--- src/rtl/alu_uart_rx.sv ---
// -----------------------------------------------------------------------------
// alu_uart_rx
//   Receive side of the ALU UART link. Deserialises rxd_i (start bit,
//   DATA_WIDTH data bits LSB first, optional even-parity bit, one stop bit)
//   and presents each good byte on an AXI-stream master port.
//
//   Configuration macro: UART_RX_PARITY_EN
//     defined   -> an even-parity bit sits between data and stop bits and
//                  parity_error_o is operative.
//     undefined -> no parity bit; parity_error_o is tied to 0.
//
// Ports
//   clk_i            system clock
//   rst_ni           asynchronous reset, active low
//   rxd_i            serial input, asynchronous to clk_i, idles high
//   prescale_i       clk_i cycles per bit (values below 4 behave as 4)
//   m_axis_tdata_o   received byte
//   m_axis_tvalid_o  byte available
//   m_axis_tready_i  consumer accepts byte
//   busy_o           frame in progress
//   frame_error_o    1-cycle pulse: stop bit sampled low
//   overrun_error_o  1-cycle pulse: good frame finished while a byte is held
//   parity_error_o   1-cycle pulse: parity mismatch
// -----------------------------------------------------------------------------
module alu_uart_rx #(
    parameter int DATA_WIDTH = 8
) (
    input  logic                  clk_i,
    input  logic                  rst_ni,
    input  logic                  rxd_i,
    input  logic [15:0]           prescale_i,
    output logic [DATA_WIDTH-1:0] m_axis_tdata_o,
    output logic                  m_axis_tvalid_o,
    input  logic                  m_axis_tready_i,
    output logic                  busy_o,
    output logic                  frame_error_o,
    output logic                  overrun_error_o,
    output logic                  parity_error_o
);

    localparam int IDX_W = (DATA_WIDTH > 1) ? $clog2(DATA_WIDTH) : 1;

    typedef enum logic [2:0] {
        ST_IDLE   = 3'd0,
        ST_START  = 3'd1,
        ST_DATA   = 3'd2,
`ifdef UART_RX_PARITY_EN
        ST_PARITY = 3'd3,
`endif
        ST_STOP   = 3'd4
    } state_t;

`ifdef UART_RX_PARITY_EN
    // Even parity: the transmitted parity bit equals the XOR of the data bits.
    function automatic logic even_parity(input logic [DATA_WIDTH-1:0] data);
        return ^data;
    endfunction
`endif

    state_t                  state_q, state_d;
    logic [1:0]              sync_q;
    logic                    prev_q;
    logic [15:0]             cnt_q, cnt_d;
    logic [15:0]             presc_q, presc_d;
    logic [IDX_W-1:0]        idx_q, idx_d;
    logic [DATA_WIDTH-1:0]   shift_q, shift_d;
    logic [DATA_WIDTH-1:0]   tdata_q, tdata_d;
    logic                    tvalid_q, tvalid_d;
    logic                    busy_q, busy_d;
    logic                    ferr_q, ferr_d;
    logic                    oerr_q, oerr_d;
`ifdef UART_RX_PARITY_EN
    logic                    par_bad_q, par_bad_d;
    logic                    perr_q, perr_d;
`endif

    logic                    rxd_s;
    logic                    cnt_zero_s;
    logic                    good_s;
    logic [15:0]             presc_clamp_s;

    assign rxd_s         = sync_q[1];
    assign cnt_zero_s    = (cnt_q == 16'd0);
    assign presc_clamp_s = (prescale_i < 16'd4) ? 16'd4 : prescale_i;

    // Two-flop synchroniser plus edge-history flop; all idle high.
    always_ff @(posedge clk_i or negedge rst_ni) begin
        if (!rst_ni) begin
            sync_q <= 2'b11;
            prev_q <= 1'b1;
        end else begin
            sync_q <= {sync_q[0], rxd_i};
            prev_q <= rxd_s;
        end
    end

    // Frame FSM next state, bit timing, deserialisation and output slot.
    always_comb begin
        state_d  = state_q;
        cnt_d    = cnt_q;
        presc_d  = presc_q;
        idx_d    = idx_q;
        shift_d  = shift_q;
        tdata_d  = tdata_q;
        ferr_d   = 1'b0;
        oerr_d   = 1'b0;
        good_s   = 1'b0;
`ifdef UART_RX_PARITY_EN
        par_bad_d = par_bad_q;
        perr_d    = 1'b0;
`endif
        // A completed handshake empties the slot; a new byte may refill it below.
        if (tvalid_q && m_axis_tready_i) begin
            tvalid_d = 1'b0;
        end else begin
            tvalid_d = tvalid_q;
        end

        case (state_q)
            ST_IDLE: begin
                // Only a true 1->0 transition starts a frame, so a stuck-low line never retriggers.
                if (!rxd_s && prev_q) begin
                    presc_d = presc_clamp_s;
                    cnt_d   = (presc_clamp_s >> 1) - 16'd1;
                    state_d = ST_START;
`ifdef UART_RX_PARITY_EN
                    par_bad_d = 1'b0;
`endif
                end else begin
                    state_d = ST_IDLE;
                end
            end
            ST_START: begin
                if (!cnt_zero_s) begin
                    cnt_d = cnt_q - 16'd1;
                end else if (rxd_s) begin
                    state_d = ST_IDLE;      // glitch, not a start bit
                end else begin
                    cnt_d   = presc_q - 16'd1;
                    idx_d   = '0;
                    state_d = ST_DATA;
                end
            end
            ST_DATA: begin
                if (!cnt_zero_s) begin
                    cnt_d = cnt_q - 16'd1;
                end else begin
                    shift_d = {rxd_s, shift_q[DATA_WIDTH-1:1]};
                    cnt_d   = presc_q - 16'd1;
                    if (idx_q == IDX_W'(DATA_WIDTH - 1)) begin
`ifdef UART_RX_PARITY_EN
                        state_d = ST_PARITY;
`else
                        state_d = ST_STOP;
`endif
                    end else begin
                        idx_d = idx_q + IDX_W'(1);
                    end
                end
            end
`ifdef UART_RX_PARITY_EN
            ST_PARITY: begin
                if (!cnt_zero_s) begin
                    cnt_d = cnt_q - 16'd1;
                end else begin
                    par_bad_d = (rxd_s != even_parity(shift_q));
                    cnt_d     = presc_q - 16'd1;
                    state_d   = ST_STOP;
                end
            end
`endif
            ST_STOP: begin
                if (!cnt_zero_s) begin
                    cnt_d = cnt_q - 16'd1;
                end else begin
                    state_d = ST_IDLE;
                    if (!rxd_s) begin
                        ferr_d = 1'b1;
`ifdef UART_RX_PARITY_EN
                    end else if (par_bad_q) begin
                        perr_d = 1'b1;
`endif
                    end else begin
                        good_s = 1'b1;
                    end
                end
            end
            default: begin
                state_d = ST_IDLE;
            end
        endcase

        // Slot free, or being emptied this very cycle: load. Otherwise drop and flag.
        if (good_s) begin
            if (!tvalid_q || m_axis_tready_i) begin
                tdata_d  = shift_q;
                tvalid_d = 1'b1;
            end else begin
                oerr_d = 1'b1;
            end
        end else begin
            oerr_d = 1'b0;
        end

        busy_d = (state_d != ST_IDLE);
    end

    // State and datapath registers.
    always_ff @(posedge clk_i or negedge rst_ni) begin
        if (!rst_ni) begin
            state_q  <= ST_IDLE;
            cnt_q    <= 16'd0;
            presc_q  <= 16'd4;
            idx_q    <= '0;
            shift_q  <= '0;
            tdata_q  <= '0;
            tvalid_q <= 1'b0;
            busy_q   <= 1'b0;
            ferr_q   <= 1'b0;
            oerr_q   <= 1'b0;
        end else begin
            state_q  <= state_d;
            cnt_q    <= cnt_d;
            presc_q  <= presc_d;
            idx_q    <= idx_d;
            shift_q  <= shift_d;
            tdata_q  <= tdata_d;
            tvalid_q <= tvalid_d;
            busy_q   <= busy_d;
            ferr_q   <= ferr_d;
            oerr_q   <= oerr_d;
        end
    end

`ifdef UART_RX_PARITY_EN
    // Parity result of the current frame and the registered parity error pulse.
    always_ff @(posedge clk_i or negedge rst_ni) begin
        if (!rst_ni) begin
            par_bad_q <= 1'b0;
            perr_q    <= 1'b0;
        end else begin
            par_bad_q <= par_bad_d;
            perr_q    <= perr_d;
        end
    end

    assign parity_error_o = perr_q;
`else
    assign parity_error_o = 1'b0;
`endif

    assign m_axis_tdata_o  = tdata_q;
    assign m_axis_tvalid_o = tvalid_q;
    assign busy_o          = busy_q;
    assign frame_error_o   = ferr_q;
    assign overrun_error_o = oerr_q;

endmodule
--- config.mk ---
export PLATFORM = sky130hd
export DESIGN_NAME = alu_uart_rx
export DESIGN_NICKNAME = d
export VERILOG_FILES = /design/src/rtl/alu_uart_rx.sv
export SDC_FILE = /design/constraint.sdc
export NUM_CORES = 1
export LEC_CHECK = 0
export ABC_CLOCK_PERIOD_IN_PS = 5100
export BUFFER_PORTS_ARGS = -buffer_cell sky130_fd_sc_hd__buf_2
export CAP_MARGIN = 5
export CORE_UTILIZATION = 40
export DETAILED_ROUTE_END_ITERATION = 10
export MAX_ROUTING_LAYER = met4
export PLACE_DENSITY = 0.62
export SYNTH_ARGS = -nofsm -noshare
export SYNTH_HDL_FRONTEND = slang
export SYNTH_SLANG_ARGS = --single-unit
--- constraint.sdc ---
create_clock -name clk_i -period 5.1 [get_ports clk_i]
set_input_delay 0.255 -clock clk_i [delete_from_list [all_inputs] [get_ports clk_i]]
set_output_delay 0.255 -clock clk_i [all_outputs]
set_load 0.03 [all_outputs]
==> out/qor.yml, run 1 <==
grt.overflow.total: 0
cts_max_level: 3
multi_input_comb_area_um2: 1990
number_of_enable_flip_flop_cells_after_synthesis: 0
buffer_ports.inserted: 31
rr_endpoint: "cnt_q[7]"
number_of_cells_in_the_finished_layout_apart_from_fillers: 532
syn2layout_area_growth_pct: 10.4
ys.warnings.count: 0
postSynthRegisterBits: 61
synth.distinct_cells: 60
drc: 2
postSynth.topFlopCell: "sky130_fd_sc_hd__dfrtp_1"
grt_antenna_before_repair: 0
coreArea_um2: 8810
grt_first_pass_wirelength_mm: 14.8
post_route_cells_drive_above_1_share_pct: 21.9
fillCellCount: 856
final_cell_mix: "57 x sky130_fd_sc_hd__dfrtp_1, 41 x sky130_fd_sc_hd__nor2_1, 31 x sky130_fd_sc_hd__nand2_1, 31 x sky130_fd_sc_hd__buf_2, 30 x sky130_fd_sc_hd__o21ai_0"
nets: 445
post_cts_resized: 0
leakagePower_nw: 1.72
detailedRoute.firstPassIterationCount: 8
starting_utilization_of_the_core_area_pct: 41.8
internal_reg_to_reg_setup_slack_ns: 1.90
async_flop_share_pct: 100
netlist_area_um2: 3680
worstPathRequired_ns: 5.33
violations: "DRC"
class_of_the_most_critical_hold_timing_path: "in2async"
floorplan.die.width_um: 97.9
placedCellCount: 515
number_of_buffers_created_by_cts: 9
track_usage_pct: 20.4
drtAntennaViolNets: 0
cts.root.buffer_cell: "sky130_fd_sc_hd__clkbuf_8"
post-route-min-period_ns: 3.20
die_footprint_um2: 9590
clk_pin_slew_ns: 0.08
peakVddDrop_mv: 0.264
slew_headroom_pct: 17.1
bufs_on_longest_clock_path: 2
finalWeightedCongestion: 0.876
cp_data_arrival_time_ns: 3.44
tightest_slew_ns: 1.24
fin_worst_skew_ns: 0.00813
grt_max_degree: 62
totalNegativeSetupSlack_ns: 0
crit_fanout: 14
p_per_area_nw_per_um2: 467
grt_pass1_vias: 2879
place_hpwl_mm: 6.12
synth.yosys.seq_area_share_pct: 41.6
cts_tree: "built"
endpoint_kind: "flop"
totalWireLength_mm: 8.65
critPathKind: "reg2reg"
place_worst_setup_slack_ns: 1.88
setup-violations-final: 0
die_height_um: 97.9
worst_setup_path_start_kind: "flop"
drv_slew: 0
post_cts.repair.setup_buffers: 0
placementRows: 34
outcome: "complete, but fails checks"
synthesis.instances: 395
number_of_antenna_diodes: 0
report.power.total_mw: 1.90
timing.final.crit_share_pct: 62.8
pin_count: 33
worstSkewPairLatency_ns: 0.36
routed_wire_length_per_instance_um: 16.3
clock-sinks: 61
detailedRoute.firstIterationViolations: 315
vias_per_cell: 5.83
critical_path.reg2reg.startpoint: "cnt_q[9]"
syn_nets: 421
most_common_cell_after_layout_fill_and_taps_aside: "sky130_fd_sc_hd__dfrtp_1"
rr_worst_depth: 6
final_hold_viol_count: 0
syn_area_per_cell_um2: 9.32
timing.fmax_mhz: 312
rsz_0062_raised_after_global_routing: "false"
final.setup.worst_slack_ns: 1.90
maxCapViolCount: 0
footprint_of_the_flip_flops_and_latches_um2: 1530
num_vias: 3099
registers in the layout (all words and copies together), names as in the netlist:
name,flops
busy_o,1
cnt_q,16
frame_error_o,1
idx_q,3
m_axis_tdata_o,8
m_axis_tvalid_o,1
overrun_error_o,1
presc_q,16
prev_q,1
shift_q,8
state_q,3
sync_q,2
where the power goes:
| group | internal, mW | switching, mW | leakage (nW) |
|---|---|---|---|
| combinational | 0.297 | 0.380 | 0.862 |
| clock | 0.183 | 0.228 | 0.0910 |
| sequential | 0.618 | 0.192 | 0.770 |
cell type report:
type	count	area share, %
inverters	8	0.801
flip-flops and latches	61	37.7
repair buffers	35	4.62
clock inverters	7	1.39
multi-input cells	304	49.1
clock buffers	9	3.05
well taps	108	3.33
cells in the mapped netlist (7+ instances only):
cell type,number,share of area [%]
sky130_fd_sc_hd__a21oi_1,17,2.3
sky130_fd_sc_hd__clkbuf_1,15,1.5
sky130_fd_sc_hd__dfrtp_1,57,39
sky130_fd_sc_hd__inv_1,7,0.71
sky130_fd_sc_hd__mux2_2,28,8.6
sky130_fd_sc_hd__nand2_1,31,3.2
sky130_fd_sc_hd__nand3_1,9,1.2
sky130_fd_sc_hd__nor2_1,41,4.2
sky130_fd_sc_hd__nor3_1,16,2.2
sky130_fd_sc_hd__nor4_1,17,2.9
sky130_fd_sc_hd__o21ai_0,30,4.1
sky130_fd_sc_hd__or4_1,9,1.8
sky130_fd_sc_hd__xnor2_1,15,3.6
sky130_fd_sc_hd__xor2_1,15,3.6
through the flow:
stage / utilization [%] / instance area [um^2] / hold WS (ns)
2_1_floorplan: - / 3680 / -0.0406
3_3_place_gp: 44.0 / 3870 / 0.347
4_1_cts: 46.1 / 4060 / 0.0807
3_5_place_dp: 44.0 / 3870 / 0.348
5_1_grt: 46.1 / 4060 / 0.126
6_report: 46.1 / 4060 / 0.0423
worst max path at each step:
stage,startpoint,endpoint
after global routing,cnt_q[4],cnt_q[7]
after CTS,cnt_q[9],cnt_q[7]
final,cnt_q[9],cnt_q[7]
after global placement,cnt_q[9],cnt_q[7]
after detailed placement,prescale_i[4],cnt_q[14]
after floorplan,prescale_i[4],cnt_q[14]
layer usage:
layer,GRT usage [%],vias up,wire [um],share of wire (%)
met1,29.1,1478,4140,48
li1,-,1482,-,-
met5,-,-,0,0
met3,4.87,21,570,6.6
met2,27.5,118,3760,44
met4,7.93,0,170,2.0
logic make-up after synthesis:
| logic type | Yosys count | share of synthesized area (%) |
|---|---|---|
| AND/OR/NAND/NOR | 157 | 22.5 |
| other | 1 | 0.102 |
| buffers and inverters | 30 | 4.18 |
| adder cells (fa/ha/maj) | 6 | 2.04 |
| multiplexers | 29 | 8.84 |
| flip-flops | 61 | 41.6 |
| XOR/XNOR | 30 | 7.14 |
| AO/OA/AOI/OAI | 81 | 13.5 |
critical path, stage by stage, from the launching register on:
cell	delay [ns]
sky130_fd_sc_hd__dfrtp_1	0.46
sky130_fd_sc_hd__nor4_1	0.64
sky130_fd_sc_hd__nand4_1	0.42
sky130_fd_sc_hd__a21oi_1	1.05
sky130_fd_sc_hd__o22ai_1	0.21
sky130_fd_sc_hd__a21oi_1	0.20
sky130_fd_sc_hd__o21ai_0	0.09
repair_timing:
action,CTS,global route
hold buffers,1,0
endpoints found under the hold margin,1,0
setup endpoints to repair,0,0
No activity file was read; power rests on OpenSTA's default activity.
==> inputs of run 2 (changes only) <==
ABC_CLOCK_PERIOD_IN_PS = 3300   (was 5100)
clock period = 3.3 ns   (was 5.1 ns; I/O delays follow)
==> run 2 against run 1 <==
Net effect: the run still ends with DRC left; clock power is 52% higher; first-iteration DRC count is 23% lower; final cell count rose by 1.9%; fmax is 17% higher; worst setup slack got worse by 1.3 ns; final area up 1.8%; sequential share of layout area fell by 0.67 points; sequential cell count stayed put; total power grew 56%; critical path depth grew 1; register-to-register slack lost 1.3 ns; clock skew grew 0.0016 ns; critical path type unchanged; largest cell class unchanged; highest routed layer unchanged.
==> out/qor.yml, run 2 (synthesis gave the netlist of run 1 again) <==
outcome: "complete, but fails checks"
violations: "DRC"
drtAntennaViolNets: 0  # unchanged
cts_tree: "built"
starting_utilization_of_the_core_area_pct: 41.8  # unchanged
critPathKind: "reg2reg"
placementRows: 34  # unchanged
number_of_antenna_diodes: 0  # unchanged
most_common_cell_after_layout_fill_and_taps_aside: "sky130_fd_sc_hd__dfrtp_1"
die_footprint_um2: 9590  # unchanged
place_hpwl_mm: 6.40  # +4.6%
power_frac_seq_pct: 42.2  # -0.5 points
leakagePower_nw: 1.77  # +2.7%
power_switching_mw: 1.23  # +54%
final_cell_mix: "57 x sky130_fd_sc_hd__dfrtp_1, 41 x sky130_fd_sc_hd__nor2_1, 31 x sky130_fd_sc_hd__nand2_1, 31 x sky130_fd_sc_hd__buf_2, 30 x sky130_fd_sc_hd__o21ai_0"
slew_headroom_pct: 29.3  # +12 points
floorplan.die.width_um: 97.9  # unchanged
grt_max_degree: 48  # -23%
coreArea_um2: 8810  # unchanged
grt_antenna_before_repair: 0  # unchanged
grt.overflow.total: 0  # unchanged
cts.root.buffer_cell: "sky130_fd_sc_hd__clkbuf_8"
syn2layout_area_growth_pct: 12.4
footprint_of_the_flip_flops_and_latches_um2: 1530  # unchanged
die_height_um: 97.9  # unchanged
post_cts.repair.setup_buffers: 0  # unchanged
cp_data_arrival_time_ns: 2.96  # -0.48 ns
detailedRoute.firstPassIterationCount: 11  # +3
timing.final.crit_share_pct: 82.9  # +20 points
crit_fanout: 20  # +6
combinational_power_share_pct: 36.7  # +1.0 points
power_frac_clock_pct: 21.1  # -0.6 points
crit_path_cell_trace: "or4_4 > nor4b_4 > and2_1 > o21a_4 > inv_4 > a31oi_1 > a21oi_2"
timing.fmax_mhz: 366  # +17%
peakVddDrop_mv: 0.395  # +50%
maxCapViolCount: 0  # unchanged
p_per_area_nw_per_um2: 715  # +53%
drv_slew: 0  # unchanged
endpoint_kind: "flop"
critPathSlowestCell: "sky130_fd_sc_hd__or4_4"
worst_path_dominant_cell_family: "simple AND/OR/NAND/NOR gates"
worstPathRequired_ns: 3.53  # -1.80 ns
sw_frac_of_total_pct: 41.6  # -0.49 points
num_vias: 3131  # +1.0%
cts_max_level: 3  # unchanged
fillCellCount: 824  # -3.7%
pin_count: 33  # unchanged
fin_worst_skew_ns: 0.00973  # +0.00161 ns
detailedRoute.firstIterationViolations: 243  # -23%
placedInstanceArea_um2: 3950  # +1.9%
reg_top3: "cnt_q x16, presc_q x16"
clk_pin_slew_ns: 0.08  # about the same
worstSetupPathDepth: 7  # +1
internal_power_mw: 1.73  # +57%
totalWireLength_mm: 8.88  # +2.7%
worst_setup_path_start_kind: "flop"
critPathMaxStageDelay_ns: 0.60  # -0.45 ns
clock-sinks: 61  # unchanged
number_of_buffers_created_by_cts: 9  # unchanged
whs_ns: 0.00933  # -0.0330 ns
final_design_area_no_fill_um2: 4140  # +1.8%
drc: 2  # unchanged
totalNegativeSetupSlack_ns: 0  # unchanged
nets: 455  # +2.2%
grt_pass1_vias: 3010  # +4.6%
post_route_cells_drive_above_1_share_pct: 23.7  # +1.8 points
class_of_the_most_critical_hold_timing_path: "in2async"
cp.buffers_inverters: 1  # +1
rsz_0062_raised_after_global_routing: "false"
multi_input_comb_area_um2: 1990  # unchanged
bufs_on_longest_clock_path: 2  # unchanged
grt_first_pass_wirelength_mm: 15.2  # +2.5%
post-route-min-period_ns: 2.73  # -0.468 ns
finalWeightedCongestion: 0.868  # -0.92%
final_hold_viol_count: 0  # unchanged
setup-violations-final: 0  # unchanged
rr_worst_depth: 7  # +1
vias_per_cell: 5.78  # -0.83%
routed_wire_length_per_instance_um: 16.4  # +0.79%
worstSkewPairLatency_ns: 0.35  # about the same
buffer_ports.inserted: 31  # unchanged
tightest_slew_ns: 1.06  # -0.184 ns
track_usage_pct: 20.5  # +0.14 points
[run 2: changes by cell type in the layout (fill, tap and decap cells not counted), sizes merged]
cell | before | now
buf | 34 | 44
clkinvlp | 1 | 2
clkinv | 2 | 1
[run 2: path summary, 6_finish.rpt]
| check | start | endpoint | slack, ns |
|---|---|---|---|
| setup / recovery | cnt_q[9] | cnt_q[15] | 0.57 |
| max in group asynchronous | rst_ni | cnt_q[8] | 2.49 |
| setup reg to reg | cnt_q[9] | cnt_q[15] | 0.57 |
| min in group clk_i | prescale_i[11] | presc_q[11] | 0.09 |
| hold / removal | rst_ni | m_axis_tdata_o[3] | 0.009 |
| hold reg to reg | sync_q[0] | sync_q[1] | 0.36 |
[run 2: through the flow]
| stage | util [%] | instances | setup slack [ns] | total power [mW] |
|---|---|---|---|---|
| 2_1_floorplan | - | 395 | 0.505 | 2.02 |
| 3_3_place_gp | 44.8 | 525 | 0.417 | 2.30 |
| 3_5_place_dp | 44.8 | 525 | 0.330 | 2.32 |
| 4_1_cts | 47.0 | 542 | 0.593 | 2.96 |
| 5_1_grt | 47.0 | 542 | 0.394 | 3.18 |
| 6_report | 47.0 | 542 | 0.565 | 2.96 |
[run 2: layout make-up]
class | instances | area share, %
multi-input combinational | 304 | 48.2
tap | 108 | 3.27
clock inverter | 7 | 1.33
timing repair buffer | 45 | 6.35
clock buffer | 9 | 3.00
inverter | 8 | 0.787
sequential | 61 | 37.0
[run 2: timing repair]
item	4_1_cts	5_1_grt
endpoints found under the hold margin	1	0
hold buffers	1	0
resized for setup	0	0
setup endpoints to repair	0	0
[run 2: per-layer routing]
metal / up-vias / GRT usage, % / part of all wire, %
li1: 1507 / - / -
met1: 1502 / 28.7 / 48
met2: 103 / 30.0 / 45
met3: 19 / 3.29 / 5.6
met4: 0 / 7.11 / 1.3
met5: - / - / 0
[run 2: power by group through the flow]
stage / Combinational (mW) / Sequential (mW) / Clock (mW)
4_1_cts: 1.08 / 1.24 / 0.637
3_5_place_dp: 1.07 / 1.25 / 0
6_report: 1.09 / 1.25 / 0.623
2_1_floorplan: 0.872 / 1.14 / 0
5_1_grt: 1.21 / 1.29 / 0.675
3_3_place_gp: 1.06 / 1.24 / 0
